<file path="config.mk">
export PLATFORM = sky130hd
export DESIGN_NAME = pipe_hazard_ctrl_flat
export DESIGN_NICKNAME = d
export VERILOG_FILES = /design/src/rtl/pipe_hazard_ctrl_pkg.sv /design/src/rtl/pipe_hazard_ctrl_if.sv /design/src/rtl/pipe_hazard_ctrl_cmp.sv /design/src/rtl/pipe_hazard_ctrl.sv /design/src/flat_wrapper.sv
export SDC_FILE = /design/constraint.sdc
export NUM_CORES = 1
export LEC_CHECK = 0
export BUFFER_PORTS_ARGS = -buffer_cell sky130_fd_sc_hd__clkbuf_2
export CAP_MARGIN = 20
export CORE_ASPECT_RATIO = 0.6
export CORE_MARGIN = 3
export CORE_UTILIZATION = 54
export DETAILED_ROUTE_END_ITERATION = 7
export PLACE_DENSITY = 0.8
export SYNTH_ARGS = -nofsm -noshare
export SYNTH_HDL_FRONTEND = slang
export SYNTH_HIERARCHICAL = 1
export SYNTH_SLANG_ARGS = --single-unit
</file>
<file path="constraint.sdc">
create_clock -name clk -period 6.35 [get_ports clk]
set_clock_uncertainty 0.1 [all_clocks]
set_input_delay 0.9525 -clock clk [delete_from_list [all_inputs] [get_ports clk]]
set_output_delay 0.9525 -clock clk [all_outputs]
set_load 0.01 [all_outputs]
</file>
<file path="src/rtl/pipe_hazard_ctrl_pkg.sv">
// Shared types and constants for the pipeline hazard controller:
// forward-select encodings, the in-flight slot record and the decode action set.
package pipe_ctrl_pkg;

  // Execute-stage operand mux selects
  localparam logic [1:0] FWD_RF    = 2'b00;
  localparam logic [1:0] FWD_EXMEM = 2'b01;
  localparam logic [1:0] FWD_MEMWB = 2'b10;

  // r0 is hard-wired to zero: it never creates a hazard and is never forwarded
  localparam logic [4:0] REG_ZERO = 5'd0;

  // Register address width carried in a tracking slot
  localparam int SLOT_AW = 5;

  // Multiply occupancy counter width (covers MUL_LAT up to 15)
  localparam int CNT_W = 4;

  // One in-flight instruction as seen by the hazard logic
  typedef struct packed {
    logic               valid;
    logic [SLOT_AW-1:0] rd;
    logic               wr;
    logic               ld;
    logic               mul;
  } slot_t;

  localparam slot_t SLOT_NONE = '0;

  // What happens to the instruction in decode this cycle
  typedef enum logic [1:0] {
    ACT_ISSUE    = 2'd0,
    ACT_MUL_HOLD = 2'd1,
    ACT_LOAD_USE = 2'd2,
    ACT_FLUSH    = 2'd3
  } action_e;

  // A slot only produces a value worth tracking if it really writes a non-zero register
  function automatic logic slot_writes(input logic valid, input logic wr,
                                       input logic [SLOT_AW-1:0] rd);
    return valid && wr && (rd != REG_ZERO);
  endfunction

endpackage

</file>
<file path="src/rtl/pipe_hazard_ctrl_if.sv">
// Decode-side bundle between the pipeline datapath (master) and the
// hazard controller (slave): decoded instruction fields in, control out.
interface pipe_hazard_ctrl_if #(
  parameter int REG_AW = 5
);
  logic              id_valid;
  logic [REG_AW-1:0] id_rs_a;
  logic [REG_AW-1:0] id_rs_b;
  logic              id_use_a;
  logic              id_use_b;
  logic [REG_AW-1:0] id_rd;
  logic              id_wr_en;
  logic              id_is_load;
  logic              id_is_mul;
  logic              ex_branch_taken;

  logic              stall_if;
  logic              bubble_ex;
  logic              flush_id;
  logic [1:0]        fwd_a;
  logic [1:0]        fwd_b;
  logic              mul_busy;

  modport master (
    output id_valid, id_rs_a, id_rs_b, id_use_a, id_use_b,
           id_rd, id_wr_en, id_is_load, id_is_mul, ex_branch_taken,
    input  stall_if, bubble_ex, flush_id, fwd_a, fwd_b, mul_busy
  );

  modport slave (
    input  id_valid, id_rs_a, id_rs_b, id_use_a, id_use_b,
           id_rd, id_wr_en, id_is_load, id_is_mul, ex_branch_taken,
    output stall_if, bubble_ex, flush_id, fwd_a, fwd_b, mul_busy
  );
endinterface

</file>
<file path="src/rtl/pipe_hazard_ctrl_cmp.sv">
// Per-operand comparator: checks one decode source against the producers
// in EX and MEM and derives the load-use flag and the forward select.
module hazard_cmp
  import pipe_ctrl_pkg::*;
#(
  parameter int REG_AW = 5
) (
  input  logic [REG_AW-1:0] src,
  input  logic              use_src,
  input  logic              ex_wr_eff,
  input  logic [REG_AW-1:0] ex_rd,
  input  logic              ex_ld,
  input  logic              mem_wr_eff,
  input  logic [REG_AW-1:0] mem_rd,
  output logic              match_ex,
  output logic              match_mem,
  output logic              load_use,
  output logic [1:0]        fwd_sel
);

  // Producer matches; the effective-write flags already exclude r0
  always_comb begin
    match_ex  = use_src && ex_wr_eff  && (src == ex_rd);
    match_mem = use_src && mem_wr_eff && (src == mem_rd);
    load_use  = match_ex && ex_ld;
  end

  // EX result wins over MEM data; a load in EX cannot be forwarded yet
  always_comb begin
    fwd_sel = FWD_RF;
    if (match_ex && !ex_ld) begin
      fwd_sel = FWD_EXMEM;
    end else if (match_mem) begin
      fwd_sel = FWD_MEMWB;
    end
  end

endmodule

</file>
<file path="src/rtl/pipe_hazard_ctrl.sv">
// Hazard and sequencing controller for the five-stage integer pipeline.
// Tracks destinations in EX/MEM/WB, decides issue/stall/bubble/flush for the
// decode instruction and registers the EX operand forward selects.
module pipe_hazard_ctrl
  import pipe_ctrl_pkg::*;
#(
  parameter int MUL_LAT = 3,
  parameter int REG_AW  = 5
) (
  input  logic clk,
  input  logic rst,
  pipe_hazard_ctrl_if.slave hz
);

  slot_t ex_slot_reg,  ex_slot_next;
  slot_t mem_slot_reg, mem_slot_next;
  slot_t wb_slot_reg,  wb_slot_next;

  logic [CNT_W-1:0] mul_cnt_reg, mul_cnt_next;
  logic             mul_busy_reg, mul_busy_next;
  logic [1:0]       fwd_a_reg, fwd_a_next;
  logic [1:0]       fwd_b_reg, fwd_b_next;

  action_e action;
  logic    ex_wr_eff;
  logic    mem_wr_eff;
  logic    mul_hold;
  logic    load_use_hit;

  logic [REG_AW-1:0] src_addr  [2];
  logic              src_use   [2];
  logic              match_ex  [2];
  logic              match_mem [2];
  logic              lu_hit    [2];
  logic [1:0]        fwd_sel   [2];

  assign src_addr[0] = hz.id_rs_a;
  assign src_addr[1] = hz.id_rs_b;
  assign src_use[0]  = hz.id_use_a;
  assign src_use[1]  = hz.id_use_b;

  assign ex_wr_eff  = slot_writes(ex_slot_reg.valid,  ex_slot_reg.wr,  ex_slot_reg.rd);
  assign mem_wr_eff = slot_writes(mem_slot_reg.valid, mem_slot_reg.wr, mem_slot_reg.rd);

  // One comparator per source operand (0 = A, 1 = B)
  generate
    for (genvar gi = 0; gi < 2; gi++) begin : g_cmp
      hazard_cmp #(.REG_AW(REG_AW)) u_cmp (
        .src        (src_addr[gi]),
        .use_src    (src_use[gi]),
        .ex_wr_eff  (ex_wr_eff),
        .ex_rd      (ex_slot_reg.rd),
        .ex_ld      (ex_slot_reg.ld),
        .mem_wr_eff (mem_wr_eff),
        .mem_rd     (mem_slot_reg.rd),
        .match_ex   (match_ex[gi]),
        .match_mem  (match_mem[gi]),
        .load_use   (lu_hit[gi]),
        .fwd_sel    (fwd_sel[gi])
      );
    end
  endgenerate

  // Priority decision for the decode instruction: branch, multiply, load-use, issue
  always_comb begin
    mul_hold     = mul_busy_reg && (mul_cnt_reg != CNT_W'(1));
    load_use_hit = hz.id_valid && (lu_hit[0] || lu_hit[1]);
    action       = ACT_ISSUE;
    if (hz.ex_branch_taken) begin
      action = ACT_FLUSH;
    end else if (mul_hold) begin
      action = ACT_MUL_HOLD;
    end else if (load_use_hit) begin
      action = ACT_LOAD_USE;
    end
  end

  assign hz.stall_if  = (action == ACT_MUL_HOLD) || (action == ACT_LOAD_USE);
  assign hz.bubble_ex = (action == ACT_FLUSH)    || (action == ACT_LOAD_USE);
  assign hz.flush_id  = (action == ACT_FLUSH);
  assign hz.fwd_a     = fwd_a_reg;
  assign hz.fwd_b     = fwd_b_reg;
  assign hz.mul_busy  = mul_busy_reg;

  // Next slot contents, multiply counter and forward selects for each action
  always_comb begin
    ex_slot_next  = ex_slot_reg;
    mem_slot_next = ex_slot_reg;
    wb_slot_next  = mem_slot_reg;
    fwd_a_next    = fwd_a_reg;
    fwd_b_next    = fwd_b_reg;
    mul_cnt_next  = (mul_cnt_reg != '0) ? (mul_cnt_reg - CNT_W'(1)) : '0;

    unique case (action)
      ACT_FLUSH: begin
        // Squash decode; any multiply occupancy ends because EX advances
        ex_slot_next = SLOT_NONE;
        fwd_a_next   = FWD_RF;
        fwd_b_next   = FWD_RF;
        mul_cnt_next = '0;
      end
      ACT_MUL_HOLD: begin
        // The multiply stays in EX; nothing new enters MEM
        ex_slot_next  = ex_slot_reg;
        mem_slot_next = SLOT_NONE;
      end
      ACT_LOAD_USE: begin
        ex_slot_next = SLOT_NONE;
        fwd_a_next   = FWD_RF;
        fwd_b_next   = FWD_RF;
      end
      default: begin
        if (hz.id_valid) begin
          ex_slot_next.valid = 1'b1;
          ex_slot_next.rd    = hz.id_rd;
          ex_slot_next.wr    = hz.id_wr_en;
          ex_slot_next.ld    = hz.id_is_load;
          ex_slot_next.mul   = hz.id_is_mul;
          fwd_a_next         = fwd_sel[0];
          fwd_b_next         = fwd_sel[1];
          if (hz.id_is_mul) begin
            mul_cnt_next = CNT_W'(MUL_LAT);
          end
        end else begin
          ex_slot_next = SLOT_NONE;
          fwd_a_next   = FWD_RF;
          fwd_b_next   = FWD_RF;
        end
      end
    endcase

    mul_busy_next = (mul_cnt_next != '0);
  end

  // State registers; reset clears everything immediately
  always_ff @(posedge clk or posedge rst) begin
    if (rst) begin
      ex_slot_reg  <= SLOT_NONE;
      mem_slot_reg <= SLOT_NONE;
      wb_slot_reg  <= SLOT_NONE;
      mul_cnt_reg  <= '0;
      mul_busy_reg <= 1'b0;
      fwd_a_reg    <= FWD_RF;
      fwd_b_reg    <= FWD_RF;
    end else begin
      ex_slot_reg  <= ex_slot_next;
      mem_slot_reg <= mem_slot_next;
      wb_slot_reg  <= wb_slot_next;
      mul_cnt_reg  <= mul_cnt_next;
      mul_busy_reg <= mul_busy_next;
      fwd_a_reg    <= fwd_a_next;
      fwd_b_reg    <= fwd_b_next;
    end
  end

  // WB and some slot fields are tracked for completeness but not consumed here
  logic unused_bits;
  assign unused_bits = ^{wb_slot_reg, mem_slot_reg.ld, mem_slot_reg.mul, ex_slot_reg.mul,
                         match_ex[0], match_ex[1], match_mem[0], match_mem[1]};

endmodule
</file>
<file path="src/flat_wrapper.sv">
// flat-port wrapper written by rule: the top's interface ports become plain ports
module pipe_hazard_ctrl_flat import pipe_ctrl_pkg::*;
#(
  parameter int MUL_LAT = 3,
  parameter int REG_AW  = 5
)
  (clk, rst, hz_id_valid, hz_id_rs_a, hz_id_rs_b, hz_id_use_a, hz_id_use_b, hz_id_rd, hz_id_wr_en, hz_id_is_load, hz_id_is_mul, hz_ex_branch_taken, hz_stall_if, hz_bubble_ex, hz_flush_id, hz_fwd_a, hz_fwd_b, hz_mul_busy);
  pipe_hazard_ctrl_if #(.REG_AW(REG_AW)) hz_i ();
  input  logic clk;
  input  logic rst;
  input wire logic [$bits(hz_i.id_valid)-1:0] hz_id_valid;
  input wire logic [$bits(hz_i.id_rs_a)-1:0] hz_id_rs_a;
  input wire logic [$bits(hz_i.id_rs_b)-1:0] hz_id_rs_b;
  input wire logic [$bits(hz_i.id_use_a)-1:0] hz_id_use_a;
  input wire logic [$bits(hz_i.id_use_b)-1:0] hz_id_use_b;
  input wire logic [$bits(hz_i.id_rd)-1:0] hz_id_rd;
  input wire logic [$bits(hz_i.id_wr_en)-1:0] hz_id_wr_en;
  input wire logic [$bits(hz_i.id_is_load)-1:0] hz_id_is_load;
  input wire logic [$bits(hz_i.id_is_mul)-1:0] hz_id_is_mul;
  input wire logic [$bits(hz_i.ex_branch_taken)-1:0] hz_ex_branch_taken;
  output wire logic [$bits(hz_i.stall_if)-1:0] hz_stall_if;
  output wire logic [$bits(hz_i.bubble_ex)-1:0] hz_bubble_ex;
  output wire logic [$bits(hz_i.flush_id)-1:0] hz_flush_id;
  output wire logic [$bits(hz_i.fwd_a)-1:0] hz_fwd_a;
  output wire logic [$bits(hz_i.fwd_b)-1:0] hz_fwd_b;
  output wire logic [$bits(hz_i.mul_busy)-1:0] hz_mul_busy;
  assign hz_i.id_valid = hz_id_valid;
  assign hz_i.id_rs_a = hz_id_rs_a;
  assign hz_i.id_rs_b = hz_id_rs_b;
  assign hz_i.id_use_a = hz_id_use_a;
  assign hz_i.id_use_b = hz_id_use_b;
  assign hz_i.id_rd = hz_id_rd;
  assign hz_i.id_wr_en = hz_id_wr_en;
  assign hz_i.id_is_load = hz_id_is_load;
  assign hz_i.id_is_mul = hz_id_is_mul;
  assign hz_i.ex_branch_taken = hz_ex_branch_taken;
  assign hz_stall_if = hz_i.stall_if;
  assign hz_bubble_ex = hz_i.bubble_ex;
  assign hz_flush_id = hz_i.flush_id;
  assign hz_fwd_a = hz_i.fwd_a;
  assign hz_fwd_b = hz_i.fwd_b;
  assign hz_mul_busy = hz_i.mul_busy;
  pipe_hazard_ctrl #(.MUL_LAT(MUL_LAT), .REG_AW(REG_AW)) u_core (.clk(clk), .rst(rst), .hz(hz_i));
endmodule
</file>
Yosys cells after proc, flatten, opt, wreduce, memory -nomap -nowiden
Cells that the tools add are included.
{ "word_totals": {"reg_bits": 25, "input_bits": 24, "wordCells": 67} }
{ "classes": {"addsub": 1, "n_eq_ne": 8, "mux": 18, "reduce_logical": 28} }
{ "op_table": {"columns": ["cell", "n"], "rows": [
  ["$eq 5x5->1", 4],
  ["$logic_and 1x1->1", 18],
  ["$mux 2", 9],
  ["$mux 9", 2],
  ["$pmux 9 s2", 1],
  ["$mux 4", 3],
  ["$reduce_bool 5->1", 2],
  ["$pmux 2 s2", 2],
  ["$pmux 4 s2", 1],
  ["$reduce_bool 4->1", 2],
  ["$eq 2x2->1 const B", 2],
  ["$ne 4x1->1 const B", 1],
  ["$reduce_or 2->1", 2],
  ["$sub 4x1->4 const B", 1],
  ["$logic_or 1x1->1", 3],
  ["$eq 2x1->1 const B", 1],
  ["$logic_not 1->1", 1]
]} }

Logic depth before layout (Yosys ltp)
Gate-level depths: netlist (run 1).
{ "logic_depth": {"word_depth": 14, "mapped_depth": 12, "mapped_depth_nobuf": 11} }

By module
The synthesis (run 1) kept the hierarchy.
{ "by_module_without_submodules": {"columns": ["module", "n_inst", "cells_each", "area_per_inst_um2", "seq_area_each_um2"], "rows": [
  ["pipe_hazard_ctrl", 1, 102, 1109.8, 600.6],
  ["hazard_cmp", 2, 19, 136.4, 0.0]
]} }

Worst setup path before layout (run 1)
Ideal clock, no wire load.
{ "synth_timing": {"kind": "input -> output", "start": "input hz_id_rs_b[0]", "end": "output hz_bubble_ex", "t_arrival_ps": 2351, "path_slack_ps": 2947, "stages": 9, "cell_sequence": "xor2_1 nor4_1 nand4_1 inv_2 and2_1 o21a_1 a21o_1 ha_1 or2_2"} }
{ "synth_rtl": {"columns": ["item", "line", "text"], "rows": [
  ["start, declared", "flat_wrapper.sv:13", "input wire logic [$bits(hz_i.id_rs_b)-1:0] hz_id_rs_b;"],
  ["end, declared", "flat_wrapper.sv:22", "output wire logic [$bits(hz_i.bubble_ex)-1:0] hz_bubble_ex;"]
]} }

==> metrics.md, run 1 <==
| Metric | Value |
|---|---|
| IR drop worst, VDD | `about 130 µV` |
| Filler cells | `158` |
| M1 GR Usage | `approximately a quarter` |
| # resized after CTS | `0` |
| Worst-margin pin slew | `between 0.9 and 1 ns` |
| Final setup TNS | `0 ns` |
| Worst Hold Class | `reg2reg` |
| Crit. End Element | `primary output` |
| Layout Nets | `202` |
| Starting density of the core | `60.3%` |
| Largest net degree at the start of global routing | `25` |
| Flop-to-flop setup slack | `3.61 ns` |
| Share of cells above drive strength 1 | `between 20% and 30%` |
| EDFF count, synth | `0` |
| Cell Pwr Density | `215 nW/µm²` |
| Remaining DRCs | `0` |
| Post-Route WL | `a little under 3000 µm` |
| GRT Util Overall | `19.8%` |
| HPWL Detailed | `between 2000 and 2500 µm` |
| Worst path arrival time | `2.83 ns` |
| WS Path Type | `in2out` |
| First-pass GRT wire length | `4820 µm` |
| Min-delay src | `u_core/ex_slot_reg[2]$_DFFE_PP0N_` |
| Total number of vias | `roughly 1100` |
| Count of cell types in the netlist | `34` |
| Area Overhead vs Synth | `18.5%` |
| Yosys warnings | `6` |
| DIE WIDTH | `roughly 71 µm` |
| Post-synthesis register bit count | `24` |
| Die ar. | `about 3200 µm²` |
| # IOs | `32` |
| Fin crit share | `around 61%` |
| Root Buffer | `clkbuf_8` |
| ANT nets after route | `0` |
| # hold bufs at CTS | `0` |
| RSZ-0062 raised after global routing | `no` |
| CTS tree | `built` |
| Final Hold Fails | `0` |
| Syn Area/Cell | `between 9 and 10 µm²` |
| Yosys top cell by area | `dfrtp_1` |
| Cell depth of the worst flop-to-flop path | `11` |
| Min cycle time layout | `3.88 ns` |
| Tot Pwr | `between 0.3 and 0.4 mW` |
| Worst-Skew Late Latency | `roughly 0.27 ns` |
| Clock sink count | `24` |
| WHS Path Cells | `2` |
| Layer with the highest usage | `met2` |
| Max-cap viol count | `0` |
| WL/cell | `approximately 14 µm` |
| Gr ovfl total | `0` |
| Max transition margin | `39.8%` |
| Die H | `approximately 45 µm` |
| CTS buffer count | `3` |
| Synth Net Count | `167` |
| Synth Instances | `140` |
| Vias in the first global route | `1094` |
| WHS Endpoint | `u_core/mem_slot_reg[2]$_DFF_PP0_` |
| R2R Path End | `u_core/mul_cnt_reg[2]$_DFF_PP0_` |
| Drt pass-1 iters | `4` |
| Vias per Instance | `around 5.4` |
| Num rows | `13` |
| Number of flip-flops in the largest register | `8` |
| Final Slew Violations | `0` |
| Synth area leaders | `dfrtp_1, mux2i_1, xnor2_1, xor2_1, nand2_1` |
| Crit path max fanout | `3` |
| Clock transition at path regs | `around 0.09 ns` |
| Buffers on Ports | `31` |
| Post-Syn Area | `around 1400 µm²` |
| Worst Setup Start Kind | `input pin` |
| Synth top area share | `about 43%` |
| Post-synth top flop | `dfrtp_1` |
| GR Util met2 | `around 32%` |
| Status | `finished, final reports clean` |
| Routing usage on met3 | `under 10%` |
| F_max | `258 MHz` |
| Worst r2r src | `u_core/ex_slot_reg[3]$_DFFE_PP0N_` |
| Final setup fails | `0` |
| Post-synthesis sequential area ratio | `around 43%` |
| Placer Congestion | `approximately 0.82` |
| Pleak | `just under 0.8 nW` |
| Hold_ws | `about 0.42 ns` |
| CTS H-tree lvls | `1` |
| DR iter-0 viols | `47` |
| Core Box Area | `approximately 2300 µm²` |
| Synth async-reset ratio | `100%` |
| Setup bufs post-CTS | `0` |
| Inserted Diodes | `0` |
| Clock buffer depth | `2` |
| Critical Path RT | `between 5 and 6 ns` |
| Antenna violations before repair | `0` |
==> kinds of logic after synthesis <==
group | count (synthesis) | synth area share (%)
xor+xnor | 20 | 12.7
simple gates | 48 | 17.7
buf+inv | 17 | 6.06
fa+ha+maj | 3 | 2.72
flops | 24 | 43.4
compound gates | 16 | 8.33
mux | 12 | 9.05
==> synth_stat cells, drive strengths merged (2+ instances only) <==
library cell and count:
nand4 4, ha 3, mux2i 11, nand2b 2, xnor2 12, a21oi 4, xor2 8, nand2 13
nor2b 2, buf 3, and2 2, inv 14, o21a 4, nor4 3, o311a 2, nor2 13
o21ai 2, dfrtp 24, nand3 3
==> layer usage <==
metal	up-vias	wire length [µm]	part of all wire, %
met5	-	0	0
met4	0	39	1.3
met3	4	167	5.7
met2	29	1340	46
met1	530	1370	47
li1	533	-	-
==> critical path, stage by stage <==
cell      delay, ns
clkbuf_2       0.10
xor2_1         0.16
nor4_1         0.41
nand4_1        0.25
inv_2          0.09
and2_1         0.14
o21a_1         0.15
a21o_1         0.14
ha_1           0.19
or2_2          0.12
clkbuf_2       0.12
==> power by group <==
group | total (mW) | switching [mW] | internal [mW]
logic | 0.0505 | 0.0261 | 0.0244
clock network | 0.134 | 0.0496 | 0.0844
registers | 0.167 | 0.00766 | 0.159
total | 0.352 | 0.0834 | 0.268
==> how the worst max path moves through the flow <==
stage	start	end	slack, ns
after global routing	hz_id_rs_b[0]	hz_bubble_ex	2.34
after global placement	hz_id_rs_a[0]	hz_bubble_ex	2.64
after CTS	hz_id_rs_b[0]	hz_bubble_ex	2.56
after detailed placement	hz_id_rs_b[0]	hz_bubble_ex	2.60
after floorplan	hz_id_rs_b[0]	hz_bubble_ex	2.95
final	hz_id_rs_b[0]	hz_bubble_ex	2.47
==> per-stage QoR <==
step / util, % / std cells / instance area, µm² / setup slack [ns]
final: 71.4 / 204 / 1640 / 2.47
after global routing: 71.4 / 204 / 1640 / 2.34
after CTS: 70.8 / 203 / 1620 / 2.56
after detailed placement: 67.6 / 199 / 1550 / 2.60
after global placement: 67.6 / 199 / 1550 / 2.64
after floorplan: - / 140 / 1380 / 2.95
==> cell type report <==
type	count	area (µm²)	area share (%)
sequential	24	601	36.7
multi-input combinational	99	698	42.6
clock inverter	1	30.0	1.83
timing repair buffer	33	178	10.8
tap	30	37.5	2.29
inverter	14	52.6	3.21
clock buffer	3	41.3	2.52
==> cells in the final DEF (no fill, tap or decap), drive strengths merged, types with 2 or more instances in the layout <==
cell type / count
dfrtp: 24
o21ai: 2
xnor2: 12
inv: 14
ha: 3
nand3: 3
buf: 2
xor2: 8
and2: 2
mux2i: 11
nor2: 13
clkbuf: 34
nand4: 4
o21a: 4
nand2: 13
nor4: 3
o311a: 2
nor2b: 2
nand2b: 2
a21oi: 4
Power figures use the tool's default switching activity.
==> run 2, diff against run 1 <==
Settings changed: CORE_UTILIZATION 54 to 48, PLACE_DENSITY 0.8 to 0.75.
Clock period 6.35 ns to 3.4 ns, I/O delays scaled along.
==> run 2 against run 1 <==
Clock-buffer cell count unchanged. Clock power increased by 87%. Combinational power increased by 92%. Highest routed layer unchanged. Critical endpoint unchanged.
==> metrics.md, run 2 (synthesis gave the netlist of run 1 again) <==
| Metric | Value |
|---|---|
| Crit. End Element | `primary output` |
| Status | `finished, final reports clean` |
| Worst-margin pin slew | `0.923 ns (+0.0208 ns)` |
| Clock power frac | `37.9% (-0.2 points)` |
| Vias in the first global route | `1031 (-5.8%)` |
| DR iter-0 viols | `99 (+110%)` |
| Core Box Area | `2630 µm² (+15%)` |
| Final Slew Violations | `0 (unchanged)` |
| CTS tree | `built` |
| Drt pass-1 iters | `4 (unchanged)` |
| NetSw | `0.158 mW (+90%)` |
| RSZ-0062 raised after global routing | `no` |
| Die H | `47.6 µm (+5.3%)` |
| F_max | `320 MHz` |
| Share of cells above drive strength 1 | `25.9% (+0.57 points)` |
| Clock buffer depth | `2 (unchanged)` |
| Most common cell after layout, fill and taps aside | `clkbuf_2` |
| Die ar. | `3580 µm² (+11%)` |
| Num rows | `14 (+1)` |
| Remaining DRCs | `0 (unchanged)` |
| Worst Hold Class | `in2async` |
| Fin crit share | `about nine tenths` |
| Pleak | `0.794 nW (+0.10%)` |
| # IOs | `32 (unchanged)` |
| CTS H-tree lvls | `1 (unchanged)` |
| Worst path arrival time | `2.52 ns (-0.31 ns)` |
| # hold bufs at CTS | `0 (unchanged)` |
| Vias per Instance | `5.33 (-0.79%)` |
| Setup bufs post-CTS | `0 (unchanged)` |
| Cell depth of the worst flop-to-flop path | `12 (+1)` |
| Most frequent cells in the layout | `clkbuf_2, dfrtp_1, nand2_1, nor2_1` |
| Number of flip-flops in the largest register | `8 (unchanged)` |
| Largest net degree at the start of global routing | `25 (unchanged)` |
| Max stage delay on crit path | `0.46 ns (+0.05 ns)` |
| # resized after CTS | `0 (unchanged)` |
| Clock transition at path regs | `0.09 ns (about the same)` |
| Area Overhead vs Synth | `18.5% (unchanged)` |
| WS Path Type | `reg2out` |
| First-pass GRT wire length | `4820 µm (-0.15%)` |
| Inserted Diodes | `0 (unchanged)` |
| Final setup TNS | `0 ns (unchanged)` |
| Placer Congestion | `0.963 (+18%)` |
| Sequential share of power | `47.4% (about the same)` |
| Max-cap viol count | `0 (unchanged)` |
| Clock sink count | `24 (unchanged)` |
| Total internal power | `0.501 mW (+87%)` |
| Worst r2r src | `u_core/ex_slot_reg[5]$_DFFE_PP0N_` |
| Final instance area | `1640 µm² (unchanged)` |
| Gr ovfl total | `0 (unchanged)` |
| GRT Util Overall | `18.4% (-1.3 points)` |
| Comb pwr share | `14.7% (+0.3 points)` |
| Final setup fails | `0 (unchanged)` |
| Final Hold Fails | `0 (unchanged)` |
| ANT nets after route | `0 (unchanged)` |
| Max stage delay cell, worst path | `dfrtp_1` |
| DIE WIDTH | `75.3 µm (+5.6%)` |
| Starting density of the core | `52.6% (-7.7 points)` |
| Flop-to-flop setup slack | `0.47 ns (-3.14 ns)` |
| Cell Pwr Density | `402 nW/µm² (+87%)` |
| Layout Nets | `202 (unchanged)` |
| Max transition margin | `38.4% (-1.4 points)` |
| IR drop worst, VDD | `395 µV (+210%)` |
| HPWL Detailed | `2460 µm (+12%)` |
| WL/cell | `15.4 µm (+7.7%)` |
| Root Buffer | `clkbuf_8` |
| Critical Path RT | `2.79 ns (-2.51 ns)` |
| Post-Route WL | `3170 µm (+8.8%)` |
| Area post-placement | `1560 µm² (+0.65%)` |
| CTS buffer count | `3 (unchanged)` |
| Worst-Skew Late Latency | `0.27 ns (about the same)` |
| Crit path max fanout | `4 (+1)` |
| Min cycle time layout | `~3.1 ns` |
| R2R Path End | `u_core/hz.fwd_b[0]$_DFFE_PP0N_` |
| Crit-path cells | `nor4_1, a21oi_1, nand4_1, inv_2, and2_1, o21a_1, a21o_1, ha_1, or2_2, clkbuf_2` |
| Switching Fraction | `24.0% (+0.31 points)` |
| Buffers on Ports | `31 (unchanged)` |
| Antenna violations before repair | `0 (unchanged)` |
| Total number of vias | `1098 (+0.18%)` |
| Worst Setup Start Kind | `flip-flop` |
run 2: changes by cell type in the layout (fill, tap and decap cells not counted):
cell	before	now
buf_4	1	2
nor3b_2	0	1
nor3b_1	1	0
buf_8	1	0
run 2: per-stage QoR:
stage	std cells	total power, mW	util [%]	hold slack (ns)	worst slack (ns)
floorplan	140	0.376	-	0.379	0.825
global placement	202	0.408	59.4	0.408	0.237
detailed placement	202	0.413	59.4	0.413	0.175
CTS	206	0.660	62.1	0.341	0.178
global route	206	0.689	62.3	0.350	0.119
finish	206	0.659	62.3	0.313	0.273
run 2: worst max-delay path by stage:
stage	end	slack (ns)	depth (start not counted)	from
after floorplan	hz_bubble_ex	0.83	9	u_core/ex_slot_reg[6]$_DFFE_PP0N_
after global placement	u_core/hz.fwd_a[1]$_DFFE_PP0N_	0.24	13	hz_id_rs_b[0]
after detailed placement	u_core/hz.fwd_b[0]$_DFFE_PP0N_	0.17	13	hz_id_rs_a[0]
after CTS	u_core/hz.fwd_a[0]$_DFFE_PP0N_	0.18	12	u_core/ex_slot_reg[5]$_DFFE_PP0N_
after global routing	hz_bubble_ex	0.12	10	u_core/ex_slot_reg[5]$_DFFE_PP0N_
final	hz_bubble_ex	0.27	10	u_core/ex_slot_reg[5]$_DFFE_PP0N_
run 2: final cells by class:
cell class                 count  area, µm²
clock buffer                   3       41.3
clock inverter                 1       30.0
fill                         218        990
inverter                      14       52.6
multi-input combinational     99        703
sequential                    24        601
tap                           32       40.0
timing repair buffer          33        170
run 2: power by group through the flow:
stage	sequential [mW]	combinational (mW)	clock, mW
after floorplan	0.314	0.0615	0
after global placement	0.317	0.0910	0
after detailed placement	0.318	0.0952	0
after CTS	0.312	0.0963	0.252
after global routing	0.314	0.106	0.269
final	0.312	0.0971	0.250
run 2: critical path: cells and delay by family, from the launching register on:
family,cells,cell delay (ns)
simple gates,4,0.88
compound gates,3,0.53
flops,1,0.46
fa+ha+maj,1,0.21
buf+inv,2,0.17
run 2: routing by layer:
metal | vias to the layer above | GRT usage (%) | wire length, µm
met5 | - | 0 | 0
met3 | 4 | 4.40 | 227
met4 | 0 | 1.05 | 12
met2 | 42 | 32.4 | 1550
li1 | 530 | - | -
met1 | 522 | 24.8 | 1380
==> run 3, diff against run 2 <==
Settings changed: BUFFER_PORTS_ARGS -buffer_cell sky130_fd_sc_hd__clkbuf_2 to -buffer_cell sky130_fd_sc_hd__buf_4.
==> run 3 against run 2 <==
Hold slack improved by 0.015 ns. Maximum frequency decreased by 0.25%. Flip-flop and latch count unchanged. Non-clock buffer count unchanged. Via count decreased by 1.4%. Sequential power about the same. Largest power group unchanged. Highest routed layer unchanged.
==> metrics.md, run 3 (synthesis gave the netlist of run 1 again) <==
| Metric | Value |
|---|---|
| Buffers on Ports | `31 (unchanged)` |
| Number of flip-flops in the largest register | `8 (unchanged)` |
| # IOs | `32 (unchanged)` |
| # hold bufs at CTS | `0 (unchanged)` |
| First-pass GRT wire length | `4720 µm (-2.0%)` |
| Largest net degree at the start of global routing | `25 (unchanged)` |
| Antenna violations before repair | `0 (unchanged)` |
| Cell Pwr Density | `392 nW/µm² (-2.7%)` |
| Worst Hold Class | `in2async` |
| ANT nets after route | `0 (unchanged)` |
| Crit path max fanout | `4 (unchanged)` |
| Placed Cells | `202 (unchanged)` |
| Worst Setup Start Kind | `flip-flop` |
| Final Hold Fails | `0 (unchanged)` |
| Area Overhead vs Synth | `23.7%` |
| Layout Nets | `202 (unchanged)` |
| Post-Route WL | `3060 µm (-3.5%)` |
| GRT Util Overall | `17.9% (-0.57 points)` |
| Clock transition at path regs | `0.09 ns (about the same)` |
| Crit-path leading delay family | `simple AND/OR/NAND/NOR gates` |
| Total number of vias | `1083 (-1.4%)` |
| HPWL Detailed | `2390 µm (-2.7%)` |
| Share of cells above drive strength 1 | `25.3% (-0.57 points)` |
| Final Slew Violations | `0 (unchanged)` |
| Starting density of the core | `52.6% (unchanged)` |
| Final setup fails | `0 (unchanged)` |
| Drt pass-1 iters | `4 (unchanged)` |
| Max stage delay on crit path | `0.45 ns (about the same)` |
| Final instance area | `1710 µm² (+4.4%)` |
| Clock buffer depth | `2 (unchanged)` |
| CTS tree | `built` |
| Clock sink count | `24 (unchanged)` |
| Placer Congestion | `0.847 (-12%)` |
| Setup bufs post-CTS | `0 (unchanged)` |
| Status | `finished, final reports clean` |
| Most common cell after layout, fill and taps aside | `buf_4` |
| CTS H-tree lvls | `1 (unchanged)` |
| Max stage delay cell, worst path | `dfrtp_1` |
| CTS buffer count | `3 (unchanged)` |
| Fin crit share | `92.2% (+0.23 points)` |
| Tot Pwr | `0.670 mW (+1.7%)` |
| Filler cells | `215 (-1.4%)` |
| Crit path buf inv count | `2 (unchanged)` |
| Most frequent cells in the layout | `buf_4, dfrtp_1, nand2_1, nor2_1` |
| Die H | `47.6 µm (unchanged)` |
| Pleak | `0.812 nW (+2.3%)` |
| Worst setup margin | `0.265 ns (-0.00774 ns)` |
| Max transition margin | `40.1% (+1.7 points)` |
| Gr ovfl total | `0 (unchanged)` |
| Min cycle time layout | `3.13 ns (+0.00774 ns)` |
| DIE WIDTH | `75.3 µm (unchanged)` |
| FF+latch area | `601 µm² (unchanged)` |
| Worst path arrival time | `2.52 ns (about the same)` |
| DR iter-0 viols | `59 (-40%)` |
| Crit-path cells | `nor4_1, a21oi_1, nand4_1, inv_2, and2_1, o21a_1, a21o_1, ha_1, or2_2, buf_4` |
| IR drop worst, VDD | `228 µV (-42%)` |
| RSZ-0062 raised after global routing | `no` |
| Num rows | `14 (unchanged)` |
| F_max | `319 MHz (-0.25%)` |
| # resized after CTS | `0 (unchanged)` |
| Root Buffer | `clkbuf_8` |
| Worst-margin pin slew | `0.898 ns (-0.0250 ns)` |
| Crit. End Element | `primary output` |
| Final std cells w/o fill | `206 (unchanged)` |
| Die ar. | `3580 µm² (unchanged)` |
| Vias per Instance | `5.26 (-1.4%)` |
| Multi-input logic area | `698 µm² (-0.71%)` |
| WS Path Type | `reg2out` |
| Area post-placement | `1640 µm² (+5.0%)` |
| Max-cap viol count | `0 (unchanged)` |
| Core Box Area | `2630 µm² (unchanged)` |
| Vias in the first global route | `1052 (+2.0%)` |
| Remaining DRCs | `0 (unchanged)` |
| Critical Path RT | `2.79 ns (about the same)` |
| WL/cell | `14.8 µm (-3.5%)` |
| Final setup TNS | `0 ns (unchanged)` |
| Inserted Diodes | `0 (unchanged)` |
| Worst-Skew Late Latency | `0.27 ns (about the same)` |
| Pre-CTS setup slack | `0.472 ns (+0.298 ns)` |
-- run 3: worst register-to-register path, stage by stage (launching register included) --
cell and delay (ns):
dfrtp_1 0.45, xor2_1 0.17, nor4_1 0.40, nand4_1 0.24, inv_2 0.08, and2_1 0.12, o21a_1 0.13, a21o_1 0.15
ha_1 0.25, nor2_1 0.28, nor2b_1 0.11, a21boi_0 0.14
-- run 3: power by group --
group	internal [mW]	switching, mW	total, mW
logic	0.0550	0.0499	0.105
registers	0.298	0.0149	0.313
clock network	0.157	0.0951	0.253
total	0.510	0.160	0.670
-- run 3: cell type report --
type | count | share of cell area (%)
Clock buffer | 3 | 2.41
Timing Repair Buffer | 33 | 14.5
Inverter | 14 | 3.07
Multi-Input combinational cell | 99 | 40.8
Tap cell | 32 | 2.34
Clock inverter | 1 | 1.76
Sequential cell | 24 | 35.1
-- run 3: path summary, 6_finish.rpt --
check,startpoint,end,slack (ns),cells after the start
max in group asynchronous,rst,u_core/hz.fwd_b[0]$_DFFE_PP0N_,2.32,2
worst max register to register,u_core/ex_slot_reg[3]$_DFFE_PP0N_,u_core/mul_cnt_reg[2]$_DFF_PP0_,0.67,11
worst min-delay path,rst,u_core/mul_cnt_reg[2]$_DFF_PP0_,0.33,2
worst min register to register,u_core/hz.fwd_a[1]$_DFFE_PP0N_,u_core/hz.fwd_a[1]$_DFFE_PP0N_,0.44,2
worst max-delay path,u_core/ex_slot_reg[5]$_DFFE_PP0N_,hz_bubble_ex,0.27,10
min in group clk,hz_id_rd[2],u_core/ex_slot_reg[5]$_DFFE_PP0N_,0.38,3
-- run 3: metrics by stage --
step / util [%] / hold WS, ns
after global placement: 62.4 / 0.397
final: 65.1 / 0.328
after global routing: 65.1 / 0.390
after CTS: 65.1 / 0.372
after floorplan: - / 0.379
after detailed placement: 62.4 / 0.415
-- run 3: routing by layer --
metal	up-vias	wire length (µm)	track usage, %
li1	530	-	-
met1	522	1430	24.1
met2	28	1450	30.5
met3	3	166	3.56
met4	0	11	3.83
met5	-	0	0
